`config.mk`:
```
export PLATFORM = sky130hd
export DESIGN_NAME = rf_wb_arbiter
export DESIGN_NICKNAME = d
export VERILOG_FILES = /design/src/rtl/rf_wb_arbiter.sv
export SDC_FILE = /design/constraint.sdc
export NUM_CORES = 1
export LEC_CHECK = 0
export ABC_AREA = 1
export BUFFER_PORTS_ARGS = -buffer_cell sky130_fd_sc_hd__buf_2
export CORE_ASPECT_RATIO = 1.5
export CORE_UTILIZATION = 49
export DETAILED_ROUTE_END_ITERATION = 8
export GPL_ROUTABILITY_DRIVEN = 1
export GPL_TIMING_DRIVEN = 0
export HOLD_SLACK_MARGIN = 0.15
export PLACE_DENSITY_LB_ADDON = 0.2
export SLEW_MARGIN = 30
export SYNTH_ARGS = -nofsm -noshare
export SYNTH_HDL_FRONTEND = slang
export SYNTH_SLANG_ARGS = --single-unit
```
`constraint.sdc`:
```
create_clock -name clk -period 2.05 [get_ports clk]
set_input_delay 0.3075 -clock clk [delete_from_list [all_inputs] [get_ports clk]]
set_output_delay 0.3075 -clock clk [all_outputs]
set_load 0.01 [all_outputs]
```
`src/rtl/rf_wb_arbiter.sv`:
```
// Writeback arbiter for the 32x32 register file: load-over-ALU priority with ALU
// starvation relief, a registered write port, and a pending-write scoreboard.
module rf_wb_arbiter #(
   parameter int unsigned STARVE_MAX = 3
) (
   input  logic        clk,
   input  logic        rst,
   input  logic        issue_valid,
   input  logic [4:0]  issue_rd,
   output logic        issue_ready,
   input  logic        alu_valid,
   input  logic [4:0]  alu_rd,
   input  logic [31:0] alu_data,
   output logic        alu_ready,
   input  logic        ld_valid,
   input  logic [4:0]  ld_rd,
   input  logic [31:0] ld_data,
   output logic        ld_ready,
   output logic        rf_wen,
   output logic [4:0]  rf_waddr,
   output logic [31:0] rf_wdata,
   input  logic [4:0]  chk_rs1,
   input  logic [4:0]  chk_rs2,
   output logic        hazard,
   output logic [31:0] busy
);

   logic [3:0]  starve_cnt;
   logic        force_alu;
   logic        hs;
   logic [4:0]  win_rd;
   logic [31:0] win_data;
   logic [31:0] set_vec;
   logic [31:0] clr_vec;
   logic [31:0] busy_nxt;

   assign force_alu = alu_valid && (starve_cnt == 4'(STARVE_MAX));

   always_comb begin
      alu_ready = 1'b0;
      ld_ready  = 1'b0;
      if (!rst) begin
         ld_ready  = ld_valid && !force_alu;
         alu_ready = alu_valid && (force_alu || !ld_valid);
      end
   end

   assign hs       = alu_ready || ld_ready;
   assign win_rd   = ld_ready ? ld_rd : alu_rd;
   assign win_data = ld_ready ? ld_data : alu_data;

   always_ff @(posedge clk) begin
      if (rst) begin
         starve_cnt <= '0;
      end else if (!alu_valid || alu_ready) begin
         starve_cnt <= '0;
      end else if (starve_cnt != 4'(STARVE_MAX)) begin
         starve_cnt <= starve_cnt + 4'd1;
      end
   end

   always_ff @(posedge clk) begin
      if (rst) begin
         rf_wen   <= 1'b0;
         rf_waddr <= '0;
         rf_wdata <= '0;
      end else begin
         rf_wen <= hs && (win_rd != 5'd0);
         if (hs) begin
            rf_waddr <= win_rd;
            rf_wdata <= win_data;
         end
      end
   end

   assign issue_ready = !rst && ((issue_rd == 5'd0) || !busy[issue_rd]);

   // Set is ORed in after the clear so an issue colliding with a commit wins.
   always_comb begin
      set_vec = '0;
      clr_vec = '0;
      if (issue_valid && issue_ready && (issue_rd != 5'd0))
         set_vec[issue_rd] = 1'b1;
      if (rf_wen)
         clr_vec[rf_waddr] = 1'b1;
      busy_nxt = (busy & ~clr_vec) | set_vec;
   end

   always_ff @(posedge clk) begin
      if (rst) busy <= '0;
      else     busy <= {busy_nxt[31:1], 1'b0};
   end

   assign hazard = ((chk_rs1 != 5'd0) && busy[chk_rs1]) ||
                   ((chk_rs2 != 5'd0) && busy[chk_rs2]);

endmodule

```
# Word-level counts from Yosys, hierarchy flattened
# Cells that the tools add are included.
[word_totals]
register_bits = 74
word_cells = 61
output_inout_bits = 74
in_bits = 94
[classes]
n_addsub = 1
n_bitwise = 3
reduce_logical = 27
magnitude_cmp = 6
n_mux = 16
eq_ne = 2
[op_table]
columns = ["operator", "count"]
rows = [
  ["$mux 32", 3],
  ["$and 32x32->32", 1],
  ["$not 32->32", 1],
  ["$or 32x32->32", 1],
  ["$lt 5x6->1 const B", 4],
  ["$reduce_bool 5->1", 4],
  ["$bmux 1 s5", 3],
  ["$logic_and 1x1->1", 11],
  ["$demux 1 s5", 2],
  ["$ge 5x1->1 const B", 2],
  ["$mux 1", 7],
  ["$logic_not 1->1", 5],
  ["$logic_not 5->1", 1],
  ["$logic_or 1x1->1", 5],
  ["$mux 5", 1],
  ["$add 4x1->4 const B", 1],
  ["$eq 4x2->1 const B", 1],
  ["$ne 4x2->1 const B", 1],
  ["$reduce_or 2->1", 1],
]

# Depth between registers and ports, before layout
[logic_depth]
ltp_word = 9
depth_mapped = 15

# Worst setup path after synthesis
# Ideal clock, no wire load.
[synth_timing]
path_kind = "register to register"
startpoint = "register starve_cnt[0]"
endpoint = "register rf_waddr[0]"
t_arrival_ns = 1.633
path_stages_with_launch = 11
path_buffers = 1
setup_slack_ns = 0.304
cell_sequence = "dfxtp_1 -> ha_1 -> nor3b_2 -> nand2_1 -> nand2_2 -> nor2_2 -> nor2_2 -> buf_2 -> a21oi_1 -> o21ai_1 -> inv_1"
[synth_via]
elab_chain_cells = 6
word_cells_on_any_way = 10
[synth_rtl]
columns = ["element", "line", "text"]
rows = [
  ["start: declaration", "28", "logic [3:0] starve_cnt;"],
  ["start signal: assignment", "58", "starve_cnt <= starve_cnt + 4'd1;"],
  ["$eq 4x2->1 *", "37", "assign force_alu = alu_valid && (starve_cnt == 4'(STARVE_MAX));"],
  ["$logic_and 1x1->1 *", "37", ""],
  ["$logic_not 1->1 *", "43", "ld_ready = ld_valid && !force_alu;"],
  ["$logic_and 1x1->1 *", "43", ""],
  ["$mux 1 *", "42", "if (!rst) begin"],
  ["net ld_ready", "18", "output logic ld_ready,"],
  ["$mux 5 / $logic_or 1x1->1 (equally long branches)", "49, 48", ""],
  ["end signal: assignment", "70", "rf_waddr <= win_rd;"],
  ["end: declaration", "20", "output logic [4:0] rf_waddr,"],
]
# The timed path passes the listed nets; every way through them passes the cells marked *.
# A chain may end at the register's enable or synchronous reset.

# Final worst setup path
[layout_timing]
startpoint = "register busy[9]"
endpoint = "output issue_ready"
[layout_via]
elab_chain_cells = 5
[layout_rtl]
columns = ["element", "line", "text"]
rows = [
  ["start: declaration", "25", "output logic [31:0] busy"],
  ["start signal: assignment", "91", "else busy <= {busy_nxt[31:1], 1'b0};"],
  ["$bmux 1 s5", "76", "assign issue_ready = !rst && ((issue_rd == 5'd0) || !busy[issue_rd]);"],
  ["$mux 1 (implied by the code)", "76", ""],
  ["$logic_not 1->1", "76", ""],
  ["$logic_or 1x1->1", "76", ""],
  ["$logic_and 1x1->1", "76", ""],
  ["end: declaration", "10", "output logic issue_ready,"],
]
# No other way between the ends. The select of a mux whose other input is x is not followed.

==> impl_metrics.csv <==
group,metric,value,unit
outcome,outcome,"finished clean",
synthesis,synth_fp_nets,716,
floorplanning,ios,168,
job,cap_violations,0,
setup_path,r2r_end,"rf_waddr[0]",
sta,finClkSkew,0.00571,ns
power_and_ir_drop,p_per_area,727,nW/µm²
sta,setup_ws,0.0819,ns
hold_path,worstHoldPathCells,2,
drt,drtAntennaViolNets,0,
drt,drt_first_pass_iters,6,
drt,drt-total-wl,14.7,mm
cells_and_area,antenna_cells,0,
setup_path,cp_common_cell,"nand2_1",
floorplanning,start_util,50.7,%
setup_path,crit_buf_inv,2,
setup_path,crit_path_end_kind,"output pin",
setup_path,crit_family,"simple AND/OR/NAND/NOR gates",
floorplanning,die_height,116,µm
sta,relSlewSlack,51.6,%
floorplanning,core-area,8410,µm²
place,post-dp-hpwl,11.5,mm
global_route,grt_pass1_wl,22.5,mm
place,dp_cells,892,
hold_path,worstHoldEndpoint,"busy[21]",
synthesis,yosysWarnings,0,
drt,post-route-drc-count,0,
setup_path,cp_max_fo,5,
synthesis,yosys_register_bits,73,
sta,finalHoldViolCount,0,
setup_path,rr_startpoint,"starve_cnt[0]",
cells_and_area,layout_common_cells,"170 x buf_2, 117 x nand2_1, 75 x a21oi_1",
synthesis,syn_area_per_cell,6.87,µm²
sta,maxSlewViolCount,0,
place,io_buffers,164,
sta,min_period_over_period,96.0,%
drt,drt_iter0_drc,433,
hold_path,hp-start,"rst",
floorplanning,rows,41,
place,place_congestion,0.953,
synthesis,syn-cell-area,4270,µm²
power_and_ir_drop,ir_drop,713,µV
drt,wl_per_cell,16.1,µm
setup_path,cp.arrival,1.66,ns
sta,tightest_slew,0.726,ns
cells_and_area,final_common_cell,"buf_2",
sta,period_needed,1.97,ns
sta,finalSetupViolations,0,
power_and_ir_drop,p_leak,2.59,nW
sta,setup_tns,0,ns
setup_path,cpPeakStageDelay,0.37,ns
clock_tree,clock-root-buffer,"clkbuf_16",
floorplanning,die_w,78.2,µm
place,dp_slack,-0.101,ns
cells_and_area,finalNonFillerCells,916,
setup_path,start_kind,"register",
global_route,antenna_found_initial,0,
global_route,grt_max_degree,13,
synthesis,syn_inst,621,
cells_and_area,final_core_util,68.2,%
setup_path,rr_worst_depth,10,
synthesis,ys_seq_area_share,34.3,%
cells_and_area,area_delta_synth_final,34.6,%
synthesis,synth_cell_type_count,36,
cells_and_area,fin_nets,900,
clock_tree,clk_path_buf_depth,2,
setup_path,crit_type,"register to output pin",
clock_tree,cts_tree,"yes",
global_route,gr-total-overflow,0,
clock_tree,cts_sinks,73,
clock_tree,cts_buffers,9,
cells_and_area,drive_above_1_share,32.0,%
setup_path,cp_cell_sequence,"nand2_1 > nand2_1 > nand2_1 > nand2_1 > nand2_1 > nand2_1 > nor2_2 > nand2_2 > nor2_8 > buf_8 > buf_2",
drt,vias_per_cell,5.56,
clock_tree,htreeDepth,3,
setup_path,cp_slowest_cell,"dfxtp_1",
global_route,grtUsageTotal,31.9,%
floorplanning,die_area,9090,µm²
setup_path,worstPathRequired,1.74,ns
sta,max_clock_freq,508,MHz
global_route,grt_pass1_vias,4917,
sta,hold_ws,0.275,ns
setup_path,r2r_slack,0.17,ns
hold_path,min_path_type,"input port to register",
drt,dr_total_vias,5091,
clock_tree,cts.clk_slew.worst_paths,0.06,ns
sta,grt_setup_unrepaired,"false",
clock_tree,worstSkewPairLatency,0.33,ns
-- power by group --
part / internal (mW) / total, mW / leakage, nW / switching, mW
registers: 1.48 / 1.52 / 0.598 / 0.0420
logic: 0.246 / 0.638 / 1.80 / 0.393
clock network: 1.43 / 2.01 / 0.185 / 0.586
-- how the worst max path moves through the flow --
stage                  startpoint          end  slack, ns  cells past startpoint
global placement       chk_rs1[0]       hazard      -0.07                     11
global route             busy[14]  issue_ready      0.002                     11
floorplan           starve_cnt[0]  rf_waddr[0]       0.30                     10
CTS                 starve_cnt[0]     ld_ready      -0.07                      6
finish                    busy[9]  issue_ready       0.08                     11
detailed placement     chk_rs1[0]       hazard      -0.10                     11
-- Yosys cell counts (all sizes together) --
cell type | instances | area [µm²]
nand2 | 120 | 455
a21oi | 84 | 454
inv | 77 | 292
dfxtp | 73 | 1460
nand3 | 61 | 405
o21ai | 58 | 290
nor2 | 51 | 215
o221ai | 32 | 280
buf | 16 | 120
clkbuf | 14 | 52.6
nor3 | 8 | 40.0
a22oi | 5 | 37.5
nand4 | 4 | 25.0
o211ai | 4 | 30.0
or2 | 3 | 18.8
nand3b | 2 | 15.0
a211oi | 1 | 7.51
clkinv | 1 | 3.75
conb | 1 | 3.75
ha | 1 | 12.5
nand2b | 1 | 6.26
nor3b | 1 | 12.5
o2111ai | 1 | 8.76
xnor2 | 1 | 8.76
xor2 | 1 | 8.76
-- flip-flops by register name, indices dropped and copies added (netlist names) --
register / flops
starve_cnt: 4
rf_wen: 1
rf_wdata: 32
rf_waddr: 5
busy: 31
-- logic make-up (layout without fill, tap and decap cells) --
group                      Yosys count  in the layout  share of synthesized area, %
other                                1              1                        0.0879
xor gates and xnor gates             2              2                         0.411
and+or+nand+nor                    251            251                          28.0
DFF                                 73             73                          34.3
AOI/OAI and AO/OA                  185            185                          26.0
adders and majority gates            1              1                         0.293
buffers and inverters              108            296                          11.0
-- stage by stage --
step	cell area (µm²)	power [mW]
after CTS	5640	4.16
after floorplan	4270	1.89
final	5740	4.17
after global routing	5740	4.31
after global placement	5220	2.14
after detailed placement	5220	2.16
-- repair_timing --
| item | CTS | global route |
|---|---|---|
| buffers inserted | 2 | 8 |
| resized for setup | 6 | 19 |
| hold buffers | 0 | 0 |
| endpoints found under the setup margin | 34 | 42 |
| pin swaps | 0 | 2 |
-- final cells by class --
type / count / area (µm²)
buffer: 29 / 180
clock buffer: 9 / 225
clock inverter: 6 / 155
fill: 772 / 2670
inverter: 78 / 299
multi-input combinational: 440 / 2380
sequential: 73 / 1470
tap: 107 / 134
timing repair buffer: 174 / 896
-- per-layer routing --
| layer | global-route usage [%] | routed length, µm |
|---|---|---|
| met3 | 5.86 | 789 |
| met4 | 19.6 | 709 |
| met1 | 29.8 | 5260 |
| met5 | 0 | 0 |
| met2 | 62.9 | 7960 |
(Power assumes the default switching activity.)
